## config.mk

```make
export PLATFORM = sky130hd
export DESIGN_NAME = leg_solver
export DESIGN_NICKNAME = d
export VERILOG_FILES = /design/src/rtl/leg_solver.sv
export SDC_FILE = /design/constraint.sdc
export NUM_CORES = 1
export LEC_CHECK = 0
export BUFFER_PORTS_ARGS = -buffer_cell sky130_fd_sc_hd__buf_2
export CORE_ASPECT_RATIO = 0.5
export CORE_MARGIN = 3
export CORE_UTILIZATION = 41
export DETAILED_ROUTE_END_ITERATION = 7
export SKIP_CTS_REPAIR_TIMING = 1
export SYNTH_ARGS = -nofsm -noshare
export SYNTH_HDL_FRONTEND = slang
export SYNTH_SLANG_ARGS = --single-unit
```

## constraint.sdc

```tcl
create_clock -name clk -period 8.95 [get_ports clk]
set_input_delay 0.4475 -clock clk [delete_from_list [all_inputs] [get_ports clk]]
set_output_delay 0.4475 -clock clk [all_outputs]
set_load 0.02 [all_outputs]
```

## src/rtl/leg_solver.sv

```systemverilog
// Multi-cycle right-triangle leg solver: b = sqrt(c^2 - a^2) using shift-add squares and a restoring root.
// Optional build macro LEG_SOLVER_ROUND_EN rounds the root to nearest instead of flooring.
module leg_solver (
    input  logic       clk,
    input  logic       rst_n,
    input  logic       start,
    input  logic [7:0] c_in,
    input  logic [7:0] a_in,
    output logic       busy,
    output logic       done,
    output logic [7:0] b_out,
    output logic       err
);

    typedef enum logic [2:0] {IDLE, SQ_C, SQ_A, SUB, ROOT, DONE} state_t;

    state_t      state;
    logic [2:0]  cnt;
    logic [7:0]  c_reg;
    logic [7:0]  a_reg;
    logic [15:0] acc;
    logic [15:0] c2;
    logic [15:0] diff;
    logic [9:0]  rem;
    logic [7:0]  root;
    logic        err_flag;

    logic [7:0]  sq_src;
    logic [15:0] acc_next;
    logic [9:0]  rem_sh;
    logic [9:0]  trial;
    logic        root_fit;

`ifdef LEG_SOLVER_ROUND_EN
    // The remainder is diff - r^2; exceeding r means diff sits past (r + 0.5)^2.
    function automatic logic [7:0] round_root(input logic [7:0] r, input logic [9:0] rm);
        if ((rm > {2'b00, r}) && (r != 8'hFF))
            return r + 8'd1;
        return r;
    endfunction
`endif

    always_comb begin
        sq_src   = (state == SQ_C) ? c_reg : a_reg;
        acc_next = sq_src[cnt] ? (acc + ({8'd0, sq_src} << cnt)) : acc;
        // Remainder never exceeds 2*root (<= 254) before the shift, so its top bits can be dropped.
        rem_sh   = {rem[7:0], diff[15:14]};
        trial    = {root, 2'b01};
        root_fit = (rem_sh >= trial);
    end

    always_ff @(posedge clk or negedge rst_n) begin
        if (!rst_n) begin
            state    <= IDLE;
            cnt      <= 3'd0;
            c_reg    <= 8'd0;
            a_reg    <= 8'd0;
            acc      <= 16'd0;
            c2       <= 16'd0;
            diff     <= 16'd0;
            rem      <= 10'd0;
            root     <= 8'd0;
            err_flag <= 1'b0;
            busy     <= 1'b0;
            done     <= 1'b0;
            b_out    <= 8'd0;
            err      <= 1'b0;
        end else begin
            done <= 1'b0;
            case (state)
                IDLE: begin
                    if (start) begin
                        c_reg    <= c_in;
                        a_reg    <= a_in;
                        acc      <= 16'd0;
                        cnt      <= 3'd0;
                        err_flag <= 1'b0;
                        busy     <= 1'b1;
                        state    <= SQ_C;
                    end
                end
                SQ_C: begin
                    cnt <= cnt + 3'd1;
                    if (cnt == 3'd7) begin
                        c2    <= acc_next;
                        acc   <= 16'd0;
                        state <= SQ_A;
                    end else begin
                        acc <= acc_next;
                    end
                end
                SQ_A: begin
                    // acc is left holding a^2 for the subtract step.
                    cnt <= cnt + 3'd1;
                    acc <= acc_next;
                    if (cnt == 3'd7)
                        state <= SUB;
                end
                SUB: begin
                    if (acc > c2) begin
                        err_flag <= 1'b1;
                        diff     <= 16'd0;
                    end else begin
                        diff <= c2 - acc;
                    end
                    rem   <= 10'd0;
                    root  <= 8'd0;
                    cnt   <= 3'd0;
                    state <= ROOT;
                end
                ROOT: begin
                    diff <= {diff[13:0], 2'b00};
                    rem  <= root_fit ? (rem_sh - trial) : rem_sh;
                    root <= {root[6:0], root_fit};
                    cnt  <= cnt + 3'd1;
                    if (cnt == 3'd7)
                        state <= DONE;
                end
                DONE: begin
`ifdef LEG_SOLVER_ROUND_EN
                    b_out <= err_flag ? 8'd0 : round_root(root, rem);
`else
                    b_out <= err_flag ? 8'd0 : root;
`endif
                    err   <= err_flag;
                    done  <= 1'b1;
                    busy  <= 1'b0;
                    state <= IDLE;
                end
                default: state <= IDLE;
            endcase
        end
    end

endmodule

```

== Word level (Yosys, flattened, before mapping) ==
Index checks and enable logic that the tools add are counted.

* $add $sub $neg: 4
* $lt $le $gt $ge: 3
* Equal/unequal tests: 11
* Shift-type cells: 1
* Multiplexer cells: 26
* Reduce and logical (&&, ||, !) cells: 14

{| class="wikitable"
|+ Operators with widths
! cell !! number
|-
| $mux W16 || 4
|-
| $pmux W16 S3 || 1
|-
| $pmux W16 S2 || 1
|-
| $pmux W8 S2 || 2
|-
| $mux W8 || 3
|-
| $add A16 B16 Y16 || 1
|-
| $gt A16 B16 Y1 || 1
|-
| $shl A8 B3 Y16 || 1
|-
| $sub A16 B16 Y16 || 1
|-
| $mux W3 || 5
|-
| $pmux W3 S5 || 1
|-
| $ge A10 B10 Y1 || 1
|-
| $reduce_and A2 Y1 || 5
|-
| $eq A3 B3 Y1 const B || 3
|-
| $pmux W3 S3 || 1
|-
| $ne A2 B2 Y1 const B || 4
|-
| $sub A8 B8 Y8 || 1
|-
| $eq A3 B2 Y1 const B || 2
|-
| $reduce_bool A2 Y1 || 3
|-
| $reduce_bool A3 Y1 || 2
|-
| $mux W1 || 5
|-
| $lt A3 B4 Y1 const B || 1
|-
| $pmux W1 S2 || 2
|-
| $reduce_and A4 Y1 || 1
|-
| other kinds (7) || 7
|}

* Register bits after elaboration: 98
* Bits of input ports: 19
* Output and inout bits: 11
* Logic and storage cells: 73

== Longest topological paths before layout ==
* Depth after elaboration: 7
* Gate-level depth with buffers: 15
* Depth with buffers taken out: 14

== Worst setup path after synthesis ==
Ideal clock, no wire load.

* Path kind: reg2reg
* From: reg state[2]
* To: reg c2[14]
* Library setup time: 83 ps
* Arrival: 3217 ps
* Data required time: 8867 ps
* Setup slack: 5650 ps
* Stages on the path, launching flop included: 15
* Path buffers: 1
* Period minus slack after synthesis: 3300 ps
* Cells stage by stage: dfrtp_1 -> nor3b_2 -> buf_4 -> mux2i_1 -> nand2_1 -> a31oi_1 -> nor2_1 -> ha_1 -> nor2b_1 -> o31a_1 -> o41a_1 -> a221oi_1 -> xnor2_1 -> a21oi_1 -> o21ai_0

* Cells in the longest elaborated chain, start to end: 5
* Elaborated cells on any way between the ends: 8
* Those cells by class: add/sub: 1; eq/ne: 1; shift: 1; mux: 4; reduce/logical: 1

{| class="wikitable"
|+ Ends and longest elaborated chain
! element !! RTL line !! RTL
|-
| start, declared || 17 || <nowiki>state_t state;</nowiki>
|-
| start signal, assigned || 54 || <nowiki>state <= IDLE;</nowiki>
|-
| start signal, assigned || 79 || <nowiki>state <= SQ_C;</nowiki>
|-
| start signal, assigned || 87 || <nowiki>state <= SQ_A;</nowiki>
|-
| $eq A3 B1 Y1 (*) || 44, 70 ||
|-
| $mux W8 || 44 || <nowiki>sq_src = (state == SQ_C) ? c_reg : a_reg;</nowiki>
|-
| $shl A8 B3 Y16 / $bmux W1 S3 (equally long branches) || 45 || <nowiki>acc_next = sq_src[cnt] ? (acc + ({8'd0, sq_src} << cnt)) : acc;</nowiki>
|-
| $add A16 B16 Y16 / $mux W1 (equally long branches) || 45 ||
|-
| $mux W16 || 45 ||
|-
| end signal, assigned || 85 || <nowiki>c2 <= acc_next;</nowiki>
|-
| end, declared || 22 || <nowiki>logic [15:0] c2;</nowiki>
|}

Every way passes the cells marked *; elsewhere a longest branch is shown, timed or not. The select of a mux whose other input is x is not followed.
A chain may end at the register's enable or synchronous reset.

== Worst setup path in the final report ==
Ends and elaborated chain as after synthesis.

==> results.sh <==
export IMPL_synth_top_area_share_pct=38.7
export IMPL_final_max_slew_viol_count=0
export IMPL_die_area_um2=17100
export IMPL_die_h_um=93.9
export IMPL_synth_cell_types=63
export IMPL_port_buffers=29
export IMPL_synth_seq_cells=98
export IMPL_dp_slack_ns=4.47
export IMPL_syn_nets=747
export IMPL_clock_skew_ns=0.0114
export IMPL_gr_total_overflow=0
export IMPL_maxCapViolCount=0
export IMPL_power_density_nw_per_um2=448
export IMPL_routed_wl_mm=14.1
export IMPL_ys_warn_count=0
export IMPL_setup_viol_count_final=0
export IMPL_synthArstFlopShare_pct=100
export IMPL_stdcell_count=897
export IMPL_period_minus_slack_ns=4.52
export IMPL_ir_drop_uv=176
export IMPL_clk_latency_ns=0.35
export IMPL_rr_startpoint="state[2]"
export IMPL_synth_common_cells="dfrtp_1 (98), nand2_1 (62), a21oi_1 (49)"
export IMPL_core_region_area_um2=14800
export IMPL_drive_gt1_share_pct=11.0
export IMPL_finalCritPeriodShare_pct=50.5
export IMPL_timing_fmax_ghz=0.221
export IMPL_drt_pass1_iterations=7
export IMPL_hp_class="input pin to async pin"
export IMPL_hold_viol=0
export IMPL_status="finished, final reports clean"
export IMPL_leakage_nw=3.22
export IMPL_synth_most_common_cell="dfrtp_1"
export IMPL_rsz0062_at_grt="no"
export IMPL_worst_ep_arrival_time_ns=4.76
export IMPL_ant_nets=0
export IMPL_path_class="register to register"
export IMPL_dp_cells=881
export IMPL_synthCells=683
export IMPL_rows=31
export IMPL_start_util_pct=42.9
export IMPL_synth_edf_count=0
export IMPL_antennaDiodeCount=0
export IMPL_startpoint="state[2]"
export IMPL_crit_end="c2[14]"
export IMPL_antenna_found_initial=0
export IMPL_ys_flop_type="dfrtp_1"
export IMPL_cts_path_max_buffers=2
export IMPL_grt_pass1_wl_mm=24.1
export IMPL_synth_top_area_cell="dfrtp_1"
export IMPL_wl_per_cell_um=15.7
export IMPL_fin_util_pct=47.0
export IMPL_cts_tree="yes"
export IMPL_drt_initial_drc_count=380
export IMPL_ff2ff_setup_slack_ns=4.43
export IMPL_grt_max_degree=51
export IMPL_hpwl_mm=10.6
export IMPL_die_x_um=182
export IMPL_cp_end_kind="register"
export IMPL_critical_path_required_ns=9.19
export IMPL_grt_pass1_vias=4787
export IMPL_finalWorstSetupSlack_ns=4.43
export IMPL_grt_util_all_layers_pct=17.4
export IMPL_area_delta_synth_final_pct=9.65
export IMPL_viasPerCell=5.56
export IMPL_cts_buffers=9
export IMPL_worst_slew_pin_slew_ns=1.20
export IMPL_top_regs="acc x16, c2 x16, diff x16"
export IMPL_place_gp_congestion=0.909
export IMPL_synthTopCellsByArea="dfrtp_1 (39%), ha_1 (8.5%), mux2i_1 (4.3%)"
export IMPL_seq_area_frac_synth_pct=38.7
export IMPL_ios=30
export IMPL_worstPathMaxFanout=22
export IMPL_clockRootBuffer="clkbuf_16"
export IMPL_fillers=1406
export IMPL_netlist_area_um2=6340
export IMPL_drc=0
export IMPL_nets=758
export IMPL_vias=4991
export IMPL_htreeDepth=3
export IMPL_r2r_end="c2[14]"
export IMPL_tns_ns=0
export IMPL_cts_sinks=98
export IMPL_critPathLaunchType="register"
export IMPL_syn_avg_cell_area_um2=9.28
export IMPL_clkTransAtPathRegs_ns=0.07
export IMPL_slew_headroom_pct=20.3
export IMPL_reg2regPathDepth=13
-- metrics by stage --
step,hold slack [ns],instance area (um2),power [mW]
after floorplan,0.152,6340,2.30
after global placement,0.460,6620,2.64
after detailed placement,0.462,6620,2.67
after CTS,0.144,6950,3.12
after global routing,0.171,6950,3.41
final,0.118,6950,3.11
-- worst min path at each step --
stage / to / cells after the start / from
final: b_out[7] / 1 / rst_n
after global routing: b_out[7] / 1 / rst_n
after detailed placement: b_out[4] / 2 / b_out[4]
after floorplan: a_reg[0] / 0 / rst_n
after CTS: b_out[7] / 1 / rst_n
after global placement: b_out[6] / 2 / b_out[6]
-- cells in the final DEF (no fill, tap or decap), types with 3 or more instances in the layout --
cell	synthesis	layout
o21a_1	11	11
and3_1	5	5
nor3_1	11	11
a31oi_1	4	4
nand3_1	4	4
nand4_1	3	3
inv_1	43	43
a22o_1	19	19
buf_4	3	4
clkbuf_16	0	9
or2_2	4	4
o21ai_1	11	11
nand2b_1	5	5
buf_2	3	28
ha_1	43	43
o21ai_0	44	44
mux2_2	16	16
xnor2_1	20	20
o21bai_1	5	5
nor2_1	45	45
mux2i_1	27	27
a211oi_1	9	9
a21o_1	10	10
a22oi_1	12	12
a211o_1	3	3
a21oi_1	49	49
nand2_1	62	62
dfrtp_1	98	98
xor2_1	7	7
o31ai_1	18	18
mux4_2	3	3
nor2b_1	7	7
and2_1	5	5
o22ai_1	11	11
-- worst max-delay path: stages, from the launching register on --
cell      delay [ns]
dfrtp_1         0.61
nor3b_2         0.89
mux2i_1         0.42
and2_1          0.20
a211oi_1        0.05
a21oi_1         0.20
mux2i_1         0.11
ha_1            0.38
a21o_1          0.24
o41a_1          0.46
a221oi_1        0.36
xnor2_1         0.21
a21oi_1         0.10
o21ai_0         0.19
-- kinds of logic (layout without fill, tap and decap cells) --
| family | count (synthesis) | count (layout) | share of synthesized area (%) |
|---|---|---|---|
| AOI/OAI and AO/OA | 230 | 230 | 23.8 |
| xor gates and xnor gates | 27 | 27 | 3.73 |
| adders and majority gates | 45 | 45 | 9.12 |
| buffers and inverters | 78 | 94 | 4.86 |
| DFF | 98 | 98 | 38.7 |
| muxes | 47 | 47 | 8.53 |
| and+or+nand+nor | 158 | 158 | 11.2 |
-- final cells by class --
class,instances,area (um2),share of cell area (%)
multi-input combinational,507,3580,51.5
sequential,98,2450,35.3
tap,198,248,3.56
clock buffer,11,243,3.49
inverter,46,173,2.48
timing repair buffer,32,170,2.45
clock inverter,5,86.3,1.24
-- routing by layer --
layer | global-route usage, % | routed length (um)
met5 | 0 | 0
met4 | 3.17 | 123
met3 | 3.63 | 511
met2 | 26.6 | 6020
met1 | 25.7 | 7440
-- where the power goes --
group | leakage [nW] | internal [mW] | switching [mW]
Sequential | 1.29 | 0.592 | 0.140
Clock | 0.160 | 0.255 | 0.175
Combinational | 1.77 | 0.837 | 1.11
Power figures use the tool's default switching activity.
